$ cat src/rtl/v_alu_seq_pkg.sv
// Shared types and constants for the lane ALU sequencer.
package v_alu_seq_pkg;

    localparam int unsigned OPMODE_W = 9;
    localparam int unsigned SEW_W    = 3;
    localparam int unsigned DATA_W   = 32;

    typedef enum logic [1:0] {
        IDLE  = 2'd0,
        RUN   = 2'd1,
        DRAIN = 2'd2
    } v_alu_seq_state_e;

    localparam logic [OPMODE_W-1:0] OPM_ADD = 9'h001;
    localparam logic [OPMODE_W-1:0] OPM_SUB = 9'h002;
    localparam logic [OPMODE_W-1:0] OPM_MAC = 9'h040;

    localparam logic [SEW_W-1:0] SEW_8  = 3'b000;
    localparam logic [SEW_W-1:0] SEW_16 = 3'b001;
    localparam logic [SEW_W-1:0] SEW_32 = 3'b010;

    typedef struct packed {
        logic              last;
        logic [DATA_W-1:0] data;
    } res_entry_t;

endpackage

$ cat src/rtl/v_alu_res_fifo.sv
// Synchronous result FIFO; head entry is read straight from storage flops, no bypass.
module v_alu_res_fifo #(
    parameter int unsigned WIDTH = 33,
    parameter int unsigned DEPTH = 4
) (
    input  logic             clk,
    input  logic             rstn,
    input  logic             push,
    input  logic             pop,
    input  logic [WIDTH-1:0] din,
    output logic [WIDTH-1:0] dout,
    output logic             empty,
    output logic             full
);

    localparam int unsigned PTR_W = (DEPTH > 1) ? $clog2(DEPTH) : 1;
    localparam int unsigned OCC_W = $clog2(DEPTH + 1);

    logic [WIDTH-1:0] mem_q [DEPTH];
    logic [WIDTH-1:0] mem_d [DEPTH];
    logic [PTR_W-1:0] wr_ptr_q, wr_ptr_d;
    logic [PTR_W-1:0] rd_ptr_q, rd_ptr_d;
    logic [OCC_W-1:0] count_q, count_d;
    logic             do_push, do_pop;

    function automatic logic [PTR_W-1:0] ptr_inc(input logic [PTR_W-1:0] p);
        return (p == PTR_W'(DEPTH - 1)) ? '0 : p + PTR_W'(1);
    endfunction

    // A pop in the same cycle frees the slot, so push is accepted even when full.
    always_comb begin
        mem_d    = mem_q;
        wr_ptr_d = wr_ptr_q;
        rd_ptr_d = rd_ptr_q;
        do_pop   = pop && (count_q != '0);
        do_push  = push && ((count_q != OCC_W'(DEPTH)) || do_pop);
        if (do_push) begin
            mem_d[wr_ptr_q] = din;
            wr_ptr_d        = ptr_inc(wr_ptr_q);
        end
        if (do_pop) begin
            rd_ptr_d = ptr_inc(rd_ptr_q);
        end
        count_d = count_q + OCC_W'(do_push) - OCC_W'(do_pop);
    end

    always_ff @(posedge clk) begin
        if (!rstn) begin
            wr_ptr_q <= '0;
            rd_ptr_q <= '0;
            count_q  <= '0;
        end else begin
            wr_ptr_q <= wr_ptr_d;
            rd_ptr_q <= rd_ptr_d;
            count_q  <= count_d;
        end
    end

    always_ff @(posedge clk) begin
        mem_q <= mem_d;
    end

    assign dout  = mem_q[rd_ptr_q];
    assign empty = (count_q == '0);
    assign full  = (count_q == OCC_W'(DEPTH));

endmodule

$ cat src/rtl/v_alu_seq.sv
// Per-lane sequencer: issues vl element ops to the lane ALU and returns results under valid/ready.
module v_alu_seq
    import v_alu_seq_pkg::*;
#(
    parameter int unsigned ALU_LATENCY = 4,
    parameter int unsigned FIFO_DEPTH  = 4,
    parameter int unsigned CNT_W       = 8
) (
    input  logic                clk,
    input  logic                rstn,
    input  logic                instr_vld_i,
    output logic                instr_rdy_o,
    input  logic [OPMODE_W-1:0] instr_opmode_i,
    input  logic [SEW_W-1:0]    instr_sew_i,
    input  logic [CNT_W-1:0]    instr_vl_i,
    input  logic                op_vld_i,
    output logic                op_rdy_o,
    input  logic [DATA_W-1:0]   op1_i,
    input  logic [DATA_W-1:0]   op2_i,
    input  logic [DATA_W-1:0]   op3_i,
    output logic [OPMODE_W-1:0] alu_opmode_o,
    output logic [SEW_W-1:0]    alu_sew_o,
    output logic [DATA_W-1:0]   alu_op1_o,
    output logic [DATA_W-1:0]   alu_op2_o,
    output logic [DATA_W-1:0]   alu_op3_o,
    output logic                alu_vld_o,
    input  logic                alu_vld_i,
    input  logic [DATA_W-1:0]   alu_result_i,
    output logic                res_vld_o,
    input  logic                res_rdy_i,
    output logic [DATA_W-1:0]   res_data_o,
    output logic                res_last_o,
    output logic                busy_o
);

    localparam int unsigned OUT_W   = CNT_W + 1;
    localparam int unsigned ENTRY_W = $bits(res_entry_t);

    if (FIFO_DEPTH < 1 || ALU_LATENCY < 1) begin : g_bad_params
        $error("v_alu_seq: FIFO_DEPTH and ALU_LATENCY must be at least 1");
    end

    v_alu_seq_state_e    state_q, state_d;
    logic [OPMODE_W-1:0] opmode_q, opmode_d;
    logic [SEW_W-1:0]    sew_q, sew_d;
    logic [CNT_W-1:0]    vl_q, vl_d;
    logic [OUT_W-1:0]    issue_cnt_q, issue_cnt_d;
    logic [OUT_W-1:0]    ret_cnt_q, ret_cnt_d;
    logic [OUT_W-1:0]    pop_cnt_q, pop_cnt_d;

    logic [OUT_W-1:0]    vl_ext;
    logic [OUT_W-1:0]    outstanding;
    logic                issue_fire, pop_fire;
    logic                fifo_empty, fifo_full;
    res_entry_t          push_entry, head_entry;

    // Next-state, counters and handshake outputs.
    always_comb begin
        state_d      = state_q;
        opmode_d     = opmode_q;
        sew_d        = sew_q;
        vl_d         = vl_q;
        issue_cnt_d  = issue_cnt_q;
        ret_cnt_d    = ret_cnt_q;
        pop_cnt_d    = pop_cnt_q;
        instr_rdy_o  = 1'b0;
        op_rdy_o     = 1'b0;
        issue_fire   = 1'b0;

        vl_ext      = {1'b0, vl_q};
        outstanding = issue_cnt_q - pop_cnt_q;
        res_vld_o   = !fifo_empty;
        pop_fire    = res_vld_o && res_rdy_i;

        if (alu_vld_i) begin
            ret_cnt_d = ret_cnt_q + OUT_W'(1);
        end
        if (pop_fire) begin
            pop_cnt_d = pop_cnt_q + OUT_W'(1);
        end

        case (state_q)
            IDLE: begin
                instr_rdy_o = 1'b1;
                if (instr_vld_i) begin
                    opmode_d    = instr_opmode_i;
                    sew_d       = instr_sew_i;
                    vl_d        = instr_vl_i;
                    issue_cnt_d = '0;
                    ret_cnt_d   = '0;
                    pop_cnt_d   = '0;
                    if (instr_vl_i != '0) begin
                        state_d = RUN;
                    end
                end
            end
            RUN: begin
                // Credit check: every in-flight element already owns a FIFO slot.
                op_rdy_o   = (issue_cnt_q < vl_ext) &&
                             (outstanding < OUT_W'(FIFO_DEPTH)) && !fifo_full;
                issue_fire = op_vld_i && op_rdy_o;
                if (issue_fire) begin
                    issue_cnt_d = issue_cnt_q + OUT_W'(1);
                    if (issue_cnt_d == vl_ext) begin
                        state_d = DRAIN;
                    end
                end
            end
            DRAIN: begin
                if (pop_fire && (pop_cnt_d == vl_ext)) begin
                    state_d = IDLE;
                end
            end
            default: begin
                state_d = IDLE;
            end
        endcase

        alu_vld_o       = issue_fire;
        push_entry.data = alu_result_i;
        push_entry.last = (ret_cnt_q == vl_ext - OUT_W'(1));
        res_data_o      = head_entry.data;
        res_last_o      = res_vld_o && head_entry.last;
        busy_o          = (state_q != IDLE);
    end

    always_ff @(posedge clk) begin
        if (!rstn) begin
            state_q     <= IDLE;
            opmode_q    <= '0;
            sew_q       <= '0;
            vl_q        <= '0;
            issue_cnt_q <= '0;
            ret_cnt_q   <= '0;
            pop_cnt_q   <= '0;
        end else begin
            state_q     <= state_d;
            opmode_q    <= opmode_d;
            sew_q       <= sew_d;
            vl_q        <= vl_d;
            issue_cnt_q <= issue_cnt_d;
            ret_cnt_q   <= ret_cnt_d;
            pop_cnt_q   <= pop_cnt_d;
        end
    end

    assign alu_opmode_o = opmode_q;
    assign alu_sew_o    = sew_q;
    assign alu_op1_o    = op1_i;
    assign alu_op2_o    = op2_i;
    assign alu_op3_o    = op3_i;

    v_alu_res_fifo #(
        .WIDTH (ENTRY_W),
        .DEPTH (FIFO_DEPTH)
    ) u_res_fifo (
        .clk   (clk),
        .rstn  (rstn),
        .push  (alu_vld_i),
        .pop   (pop_fire),
        .din   (push_entry),
        .dout  (head_entry),
        .empty (fifo_empty),
        .full  (fifo_full)
    );

endmodule

$ cat config.mk
export PLATFORM = sky130hd
export DESIGN_NAME = v_alu_seq
export DESIGN_NICKNAME = d
export VERILOG_FILES = /design/src/rtl/v_alu_seq_pkg.sv /design/src/rtl/v_alu_res_fifo.sv /design/src/rtl/v_alu_seq.sv
export SDC_FILE = /design/constraint.sdc
export NUM_CORES = 1
export LEC_CHECK = 0
export BUFFER_PORTS_ARGS = -buffer_cell sky130_fd_sc_hd__buf_2
export CAP_MARGIN = 20
export CELL_PAD_IN_SITES_DETAIL_PLACEMENT = 1
export CELL_PAD_IN_SITES_GLOBAL_PLACEMENT = 1
export CORE_MARGIN = 2
export CORE_UTILIZATION = 40
export DETAILED_ROUTE_END_ITERATION = 8
export PLACE_DENSITY = 0.77
export SLEW_MARGIN = 20
export SYNTH_ARGS = -nofsm -noshare
export SYNTH_HDL_FRONTEND = slang
export SYNTH_SLANG_ARGS = --single-unit
$ cat constraint.sdc
create_clock -name clk -period 3.9 [get_ports clk]
set_input_delay 0.39 -clock clk [delete_from_list [all_inputs] [get_ports clk]]
set_output_delay 0.39 -clock clk [all_outputs]
set_load 0.03 [all_outputs]
==> run metrics <==
initial antenna violation count=0; R2R cell count=9; top-area cell type share of the netlist area=43.6%; die area=23900 µm²; Initial Utilization=40.5%; Worst Path Arrival=3490 ps; FMAX=318 MHz; Detailed Route WL=19.5 mm; Vias=5393; number of I/O port buffers=107; CTS Buf Count=17; Worst-path clk slew=80 ps; Worst R2R Start=issue_cnt_q[2]$_SDFFE_PN0P_; dpl cell area=9210 µm²; clock sink count=188; cell area after layout=9870 µm²; Crit Reg-Reg Endpoint=issue_cnt_q[1]$_SDFFE_PN0P_; slew margin rel.=33.5%; CTS hold repair buffers=0; largest net degree at the start of global routing=34; Pleak=3.58 nW; fin crit share=80.7%; Final Hold Fails=0; syn nets=900; Least-Margin Pin Slew=998 ps; # IOs=300; syn_area_per_cell=12.6 µm²; die height=155 µm; GRT Resource Usage Total=16.9%; Place WS=814 ps; die width=155 µm; clock skew=15.1 ps; status=completed; unrepaired setup endpoints after global routing=false; Hold WS=161 ps; vias per std cell=5.24; count of final setup violators=0; # rows=55; Hold EP=u_res_fifo.mem_q[129]$_DFFE_PP_; Critical Path Sink Type=flop; filler cell count=2383; EDFF count, synth=132; CTS tree=built; clk_lat worst skew=440 ps; Startpoint Class=flop; CTS max path bufs=2; total global routing overflow=0; footprint of the multi-input gates=3060 µm²; H-tree level count=4; Core Region=22400 µm²; number of max-cap violations=0; postcts setup bufs=0; Async SR Flop Fraction=0%; Post-Route Utilization=44.0%; vias in the first global route=5724; Post-Syn Instances=719; # DRC=0; Hold Startpoint=alu_result_i[30]; Seq/Total Area, Yosys=56.0%; Mapped Area=9080 µm²; YS warnings=0; Layout Area Growth over Synthesis=8.68%; CP max FO=12; nets@finish=911; DR WL/cell=18.9 µm; Finished Layout Cells=1029; Total Power=5.49 mW; most frequent cells after synthesis=edfxtp_1 (132), buf_4 (98), nand2_1 (79); Yosys reg bits=188; Final Max Slew Viols=0; setup_tns=0 ps; DR iter-0 viols=266; Gates resized, CTS repair=0; R2R Setup Slk=750 ps; critical path class=flop to flop; Tmin final=3150 ps; post-synth top area cell=edfxtp_1; most common cell in the netlist=edfxtp_1; critical path data required time=4250 ps; Netlist cell types=57; setup ws final=754 ps; Post-Place Cells=996; drt first pass iters=4; ANT nets after route=0; peak supply drop=285 µV; Synth Flop Type=edfxtp_1; Reg area=5090 µm²; Hold WC Path Type=primary input to flop; Hold Crit Depth=1; Root Buffer=clkbuf_16; HPWL Detailed=13.5 mm; routability congestion estimate=0.824; PD cells=556 nW/µm²; share of post-route cells with drive strength above 1=25.7%; ranking of synthesized cells by area=edfxtp_1 (44%), dfxtp_1 (12%), mux4_2 (8.2%); global-route wire length before repair=31.3 mm
==> power by group <==
group	total [mW]	internal [mW]	switching, mW
clock	1.88	0.959	0.919
combinational	1.19	0.469	0.717
sequential	2.42	2.28	0.138
==> registers in the layout, indices dropped and copies added, names as in the netlist <==
| name | cells |
|---|---|
| ret_cnt_q | 9 |
| vl_q | 8 |
| alu_sew_o | 3 |
| alu_opmode_o | 9 |
| pop_cnt_q | 9 |
| issue_cnt_q | 9 |
| u_res_fifo.wr_ptr_q | 2 |
| u_res_fifo.mem_q | 132 |
| u_res_fifo.count_q | 3 |
| state_q | 2 |
| u_res_fifo.rd_ptr_q | 2 |
==> cells by family (layout without fill, tap and decap cells) <==
group | Yosys count | after routing | share of synthesized area (%)
muxes | 39 | 39 | 8.84
other | 0 | 1 | 0
and+or+nand+nor | 196 | 196 | 10.5
xor gates and xnor gates | 54 | 54 | 5.21
adders and majority gates | 27 | 27 | 3.80
buffers and inverters | 150 | 174 | 10.3
DFF | 188 | 188 | 56.0
AOI/OAI and AO/OA | 65 | 65 | 5.43
==> layout make-up <==
type	count	share of cell area [%]
diodes	1	0.0254
multi-input cells	381	31.0
clock buffers	17	4.31
flip-flops and latches	188	51.5
well taps	285	3.61
repair buffers	117	6.19
clock inverters	15	2.35
inverters	25	0.951
==> per-layer routing <==
layer  vias up  GRT usage, %  share of wire [%]
met5         -             0                  0
met4         0          5.69                1.7
met3        23          4.93                5.1
met2       174          29.1                 50
met1      2706          20.5                 43
li1       2490             -                  -
==> cells in the final DEF (no fill, tap or decap), types with 7 or more instances in the layout <==
cell type and count:
mux4_2 33, edfxtp_1 132, nor2b_1 7, a21boi_0 22
xnor2_1 36, a21oi_1 9, nand3_1 11, buf_2 107
and2_1 9, xor2_1 18, nand2_1 79, nand4_1 10
dfxtp_1 55, ha_1 26, o21ai_0 7, clkbuf_16 17
inv_1 25, nor3_1 9, nor2_1 36, buf_4 10
==> how the worst max path moves through the flow <==
stage          depth (start not counted)  slack [ps]                   startpoint                          end
2_1_floorplan                          8        1440      pop_cnt_q[2]$_SDFF_PN0_                    alu_vld_o
5_1_grt                                9         580  issue_cnt_q[2]$_SDFFE_PN0P_  issue_cnt_q[1]$_SDFFE_PN0P_
3_5_place_dp                           9         810  issue_cnt_q[2]$_SDFFE_PN0P_  issue_cnt_q[1]$_SDFFE_PN0P_
4_1_cts                                8         750  issue_cnt_q[2]$_SDFFE_PN0P_                     op_rdy_o
6_report                               9         750  issue_cnt_q[2]$_SDFFE_PN0P_  issue_cnt_q[1]$_SDFFE_PN0P_
3_3_place_gp                           9        1100  issue_cnt_q[2]$_SDFFE_PN0P_  issue_cnt_q[1]$_SDFFE_PN0P_
==> critical path, stage by stage, from the launching register on <==
cell and delay (ps):
dfxtp_1 520, ha_1 350, a21o_1 210, a31oi_4 180
mux2i_1 210, nand4_1 200, a211oi_2 320, and3b_1 460
or2_1 290, mux2i_1 300
Note: power is estimated with default switching activity, not from simulation.
